[src/rtl/branch_target_buffer_pkg.sv]
// Shared BTB types: entry layout, direction-counter encodings and saturating helpers.
// Lookup/update modules import only the items they need so their own PC_WIDTH/ENTRY_NUM parameters stay local.
package BtbTypes;
   localparam int PC_WIDTH    = 32;
   localparam int ENTRY_NUM   = 16;
   localparam int INDEX_WIDTH = $clog2(ENTRY_NUM);
   localparam int TAG_WIDTH   = PC_WIDTH - INDEX_WIDTH - 2;

   localparam logic [1:0] STRONG_NT = 2'b00;
   localparam logic [1:0] WEAK_NT   = 2'b01;
   localparam logic [1:0] WEAK_T    = 2'b10;
   localparam logic [1:0] STRONG_T  = 2'b11;

   typedef struct packed {
      logic                 valid;
      logic [TAG_WIDTH-1:0] tag;
      logic [PC_WIDTH-3:0]  target;
      logic [1:0]           ctr;
   } BtbEntry;

   function automatic logic [1:0] satInc(input logic [1:0] c);
      return (c == STRONG_T) ? STRONG_T : c + 2'b01;
   endfunction

   function automatic logic [1:0] satDec(input logic [1:0] c);
      return (c == STRONG_NT) ? STRONG_NT : c - 2'b01;
   endfunction
endpackage

[src/rtl/branch_target_buffer_entry_array.sv]
// Direct-mapped BTB storage with one resolve-time write port and one combinational read port.
// Flush dominates a simultaneous write; only valid and ctr are reset, tag/target are plain storage.
module btb_entry_array
   import BtbTypes::satInc, BtbTypes::satDec, BtbTypes::WEAK_T, BtbTypes::STRONG_NT;
#(
   parameter int PC_WIDTH    = 32,
   parameter int ENTRY_NUM   = 16,
   parameter int INDEX_WIDTH = $clog2(ENTRY_NUM),
   parameter int TAG_WIDTH   = PC_WIDTH - INDEX_WIDTH - 2
) (
   input  logic                   clk,
   input  logic                   rst,
   input  logic                   i_flush,
   input  logic                   i_wr_en,
   input  logic [INDEX_WIDTH-1:0] i_wr_idx,
   input  logic [TAG_WIDTH-1:0]   i_wr_tag,
   input  logic [PC_WIDTH-3:0]    i_wr_target,
   input  logic                   i_wr_taken,
   input  logic [INDEX_WIDTH-1:0] i_rd_idx,
   output logic                   o_rd_valid,
   output logic [TAG_WIDTH-1:0]   o_rd_tag,
   output logic [PC_WIDTH-3:0]    o_rd_target,
   output logic [1:0]             o_rd_ctr,
   output logic [ENTRY_NUM-1:0]   o_valid
);
   logic [ENTRY_NUM-1:0] r_valid;
   logic [TAG_WIDTH-1:0] r_tag    [ENTRY_NUM];
   logic [PC_WIDTH-3:0]  r_target [ENTRY_NUM];
   logic [1:0]           r_ctr    [ENTRY_NUM];

   logic w_wr_hit;
   logic w_alloc;
   logic w_train;

   assign w_wr_hit = r_valid[i_wr_idx] && (r_tag[i_wr_idx] == i_wr_tag);
   // A not-taken miss leaves the current occupant alone.
   assign w_alloc  = i_wr_en && !i_flush && !w_wr_hit && i_wr_taken;
   assign w_train  = i_wr_en && !i_flush && w_wr_hit;

   always_ff @(posedge clk or posedge rst) begin
      if (rst) begin
         r_valid <= '0;
         for (int i = 0; i < ENTRY_NUM; i++) r_ctr[i] <= STRONG_NT;
      end else if (i_flush) begin
         r_valid <= '0;
      end else if (w_alloc) begin
         r_valid[i_wr_idx] <= 1'b1;
         r_ctr[i_wr_idx]   <= WEAK_T;
      end else if (w_train) begin
         r_ctr[i_wr_idx] <= i_wr_taken ? satInc(r_ctr[i_wr_idx]) : satDec(r_ctr[i_wr_idx]);
      end
   end

   always_ff @(posedge clk) begin
      if (w_alloc || (w_train && i_wr_taken)) begin
         r_tag[i_wr_idx]    <= i_wr_tag;
         r_target[i_wr_idx] <= i_wr_target;
      end
   end

   assign o_rd_valid  = r_valid[i_rd_idx];
   assign o_rd_tag    = r_tag[i_rd_idx];
   assign o_rd_target = r_target[i_rd_idx];
   assign o_rd_ctr    = r_ctr[i_rd_idx];
   assign o_valid     = r_valid;
endmodule

[src/rtl/branch_target_buffer.sv]
// Fetch-side BTB: zero-latency lookup of pc against a direct-mapped table trained by execute.
// Lookup sees pre-update contents when it collides with a same-cycle write.
module branch_target_buffer
   import BtbTypes::WEAK_T;
#(
   parameter int PC_WIDTH    = 32,
   parameter int ENTRY_NUM   = 16,
   localparam int INDEX_WIDTH = $clog2(ENTRY_NUM),
   localparam int TAG_WIDTH   = PC_WIDTH - INDEX_WIDTH - 2
) (
   input  logic                 clk,
   input  logic                 rst,
   input  logic [PC_WIDTH-1:0]  pc,
   output logic                 btbHit,
   output logic [PC_WIDTH-1:0]  btbPredictedPc,
   input  logic                 updateEn,
   input  logic [PC_WIDTH-1:0]  updatePc,
   input  logic                 updateTaken,
   input  logic [PC_WIDTH-1:0]  updateTarget,
   input  logic                 flushAll,
   output logic [ENTRY_NUM-1:0] valid
);
   logic                   w_rd_valid;
   logic [TAG_WIDTH-1:0]   w_rd_tag;
   logic [PC_WIDTH-3:0]    w_rd_target;
   logic [1:0]             w_rd_ctr;
   logic                   w_tag_match;
   logic                   w_unused_lsbs;

   // PCs are word aligned; the low two bits carry no information.
   assign w_unused_lsbs = ^{pc[1:0], updatePc[1:0], updateTarget[1:0]};

   btb_entry_array #(
      .PC_WIDTH   (PC_WIDTH),
      .ENTRY_NUM  (ENTRY_NUM),
      .INDEX_WIDTH(INDEX_WIDTH),
      .TAG_WIDTH  (TAG_WIDTH)
   ) u_array (
      .clk        (clk),
      .rst        (rst),
      .i_flush    (flushAll),
      .i_wr_en    (updateEn),
      .i_wr_idx   (updatePc[INDEX_WIDTH+1:2]),
      .i_wr_tag   (updatePc[PC_WIDTH-1:INDEX_WIDTH+2]),
      .i_wr_target(updateTarget[PC_WIDTH-1:2]),
      .i_wr_taken (updateTaken),
      .i_rd_idx   (pc[INDEX_WIDTH+1:2]),
      .o_rd_valid (w_rd_valid),
      .o_rd_tag   (w_rd_tag),
      .o_rd_target(w_rd_target),
      .o_rd_ctr   (w_rd_ctr),
      .o_valid    (valid)
   );

   assign w_tag_match    = w_rd_valid && (w_rd_tag == pc[PC_WIDTH-1:INDEX_WIDTH+2]);
   assign btbHit         = w_tag_match && (w_rd_ctr >= WEAK_T);
   assign btbPredictedPc = btbHit ? {w_rd_target, 2'b00} : '0;
endmodule

[config.mk]
export PLATFORM = sky130hd
export DESIGN_NAME = branch_target_buffer
export DESIGN_NICKNAME = d
export VERILOG_FILES = /design/src/rtl/branch_target_buffer_pkg.sv /design/src/rtl/branch_target_buffer_entry_array.sv /design/src/rtl/branch_target_buffer.sv
export SDC_FILE = /design/constraint.sdc
export NUM_CORES = 1
export LEC_CHECK = 0
export CAP_MARGIN = 15
export CORE_UTILIZATION = 59
export CTS_CLUSTER_SIZE = 40
export DETAILED_ROUTE_END_ITERATION = 12
export GPL_TIMING_DRIVEN = 1
export PLACE_DENSITY = 0.82
export SETUP_SLACK_MARGIN = 0.2
export SLEW_MARGIN = 5
export SYNTH_ARGS = -nofsm -noshare
export SYNTH_HDL_FRONTEND = slang
export SYNTH_HIERARCHICAL = 1
export SYNTH_SLANG_ARGS = --single-unit
[constraint.sdc]
create_clock -name clk -period 8.7 [get_ports clk]
set_input_delay 1.74 -clock clk [delete_from_list [all_inputs] [get_ports clk]]
set_output_delay 1.74 -clock clk [all_outputs]
set_load 0.005 [all_outputs]
==> flow_summary.json <==
{
  "cts_root_buf": "clkbuf_16",
  "grt_first_pass_wirelength_um": 158000,
  "powerDensity_mw_per_mm2": 209,
  "route.detailed.drc": 0,
  "cts.sinks": 944,
  "critPathRequiredTime_ns": 6.96,
  "fin_cells": 3135,
  "synth.avg_cell_area_um2": 21.0,
  "total_power_mw": 9.76,
  "max_stage_delay_ns": 0.55,
  "fin_setup_tns_ns": 0,
  "stdcell_area_mm2": 0.0467,
  "die_y_um": 266,
  "timing.final.hold_violations": 0,
  "area_delta_synth_final_pct": 13.6,
  "gp_congestion": 0.934,
  "cp-endpoint": "btbPredictedPc[24]",
  "dr_total_vias": 22872,
  "cpMaxStageDelayCell": "clkdlybuf4s50_1",
  "clk_pin_slew_worst_paths_ns": 0.06,
  "finalSetupViolCount": 0,
  "power_leakage_nw": 14.9,
  "final.min_clock_period_ns": 7.62,
  "syn_inst": 1961,
  "relSlewSlack_pct": 27.9,
  "ctsResizeCount": 0,
  "cp-startpoint": "pc[2]",
  "crit_path_end_kind": "primary output",
  "h-tree-depth": 3,
  "row_count": 96,
  "ys_warn_count": 6,
  "r2r_setup_slack_ns": 4.85,
  "numCtsBuffers": 92,
  "io_pins": 150,
  "ant_nets": 0,
  "vdd_drop_max_mv": 0.196,
  "min_period_over_period_pct": 87.5,
  "path_class": "input port to primary output",
  "postCtsHoldBufs": 0,
  "layout-drive-gt1-share_pct": 28.3,
  "clockBufferDepth": 3,
  "fp.dieW_um": 266,
  "r2r-end": "u_array/r_ctr[29]",
  "core_mm2": 0.0687,
  "dpl_worst_slack_ns": 1.03,
  "dp_cells": 2956,
  "grt_overflow": 0,
  "multi_input_area_mm2": 0.0124,
  "syn_area_mm2": 0.0411,
  "max_cap_viol_count": 0,
  "placed_cell_area_mm2": 0.0436,
  "start_kind": "input port",
  "post_drt_wl_per_cell_um": 34.9,
  "die_area_mm2": 0.0707,
  "cp_cell_sequence": "buf_8 > buf_4 > mux4_2 > mux4_2 > xnor2_1 > nand4_1 > nor4_4 > buf_4 > and4_1 > clkdlybuf4s50_1",
  "drtIter0Drc": 3301,
  "hold_ws_ns": 0.517,
  "viasPerCell": 7.30,
  "antenna_found_initial": 10,
  "arrival_ns": 5.88,
  "worstHoldPathType": "flip-flop to flip-flop",
  "rsz0062_at_grt": "false",
  "hpwl_um": 58800,
  "fin_ws_ns": 1.08,
  "io_buffers": 141,
  "grt_pass1_vias": 23184,
  "reg2reg_depth": 9,
  "regToRegStartpoint": "u_array/r_tag[10][7]",
  "slew_violations": 0,
  "worst_pin_slew_ns": 1.08,
  "max_freq_ghz": 0.131,
  "final_util_pct": 67.9,
  "fillers": 4149,
  "initial_core_util_pct": 59.8,
  "cts_setup_buffers": 0,
  "grt_max_degree": 106,
  "outcome": "finished, final reports clean",
  "regArea_mm2": 0.0281,
  "clock_skew_ns": 0.0490,
  "crit_fanout": 44,
  "firstDrtPassIters": 7,
  "clk-insertion-delay-late_ns": 0.67,
  "routed_wl_um": 109000,
  "final_nets": 2220,
  "grt_use_total_pct": 31.5,
  "cts_tree": "built"
}
worst min-delay path by stage:
stage | start | endpoint | cells past startpoint
CTS | u_array/r_ctr[16] | u_array/r_ctr[16] | 2
global route | u_array/r_ctr[24] | u_array/r_ctr[24] | 2
global placement | u_array/r_ctr[16] | u_array/r_ctr[16] | 2
floorplan | u_array/r_ctr[18] | u_array/r_ctr[18] | 2
detailed placement | u_array/r_ctr[16] | u_array/r_ctr[16] | 2
finish | u_array/r_ctr[26] | u_array/r_ctr[26] | 2
metal layers:
layer / global-route usage, % / up-vias / routed length [um]
met3: 8.12 / 308 / 12300
li1: - / 8729 / -
met5: 0 / - / 68
met4: 11.8 / 10 / 4260
met2: 50.3 / 1715 / 53900
met1: 42.3 / 12110 / 38700
flip-flops by register name (all words and copies together), names as in the netlist:
register,count
u_array/o_valid,16
u_array/r_ctr,32
u_array/r_tag,416
u_array/r_target,480
power breakdown:
part           total (mW)  switching (mW)  internal (mW)
registers            5.04          0.0234           5.02
clock network        4.02            1.74           2.28
logic               0.697           0.383          0.314
total                9.76            2.15           7.61
cells in the final DEF, fill, tap and decap left out, types with 5 or more instances in the layout:
| cell type | count |
|---|---|
| dfrtp_1 | 48 |
| and4_1 | 30 |
| a22o_1 | 9 |
| nor2b_1 | 8 |
| clkinv_2 | 26 |
| inv_1 | 17 |
| edfxtp_1 | 896 |
| mux2_2 | 5 |
| clkbuf_16 | 93 |
| mux4_2 | 387 |
| o21ai_1 | 11 |
| a22oi_1 | 8 |
| nand2b_1 | 10 |
| and2_1 | 7 |
| nand2_1 | 61 |
| a21oi_1 | 9 |
| clkinvlp_4 | 8 |
| o2bb2ai_1 | 6 |
| diode_2 | 6 |
| o22ai_1 | 8 |
| nand4_1 | 10 |
| a31oi_1 | 5 |
| nor3_1 | 5 |
| mux4_1 | 15 |
| clkbuf_1 | 11 |
| buf_4 | 50 |
| a2bb2oi_1 | 18 |
| xor2_1 | 13 |
| bufinv_16 | 10 |
| o21ai_0 | 31 |
| clkinv_1 | 24 |
| o32ai_1 | 5 |
| clkdlybuf4s50_1 | 134 |
| xnor2_1 | 38 |
| nor2_1 | 51 |
| mux2i_1 | 36 |
| nor2_4 | 12 |
area by class of cell:
cell class | instances | share of cell area [%]
Tap cell | 931 | 2.50
Clock inverter | 69 | 1.48
Sequential cell | 944 | 60.2
Antenna cell | 6 | 0.0322
Timing Repair Buffer | 193 | 3.97
Clock buffer | 104 | 5.08
Multi-Input combinational cell | 865 | 26.5
Inverter | 23 | 0.198
critical path, delay by kind of cell:
family                 cells  cell delay, ns
AND/OR/NAND/NOR            3            0.83
XOR/XNOR                   1            0.42
buffers and inverters      4            1.74
multiplexers               2            1.01
(Power assumes the default switching activity.)
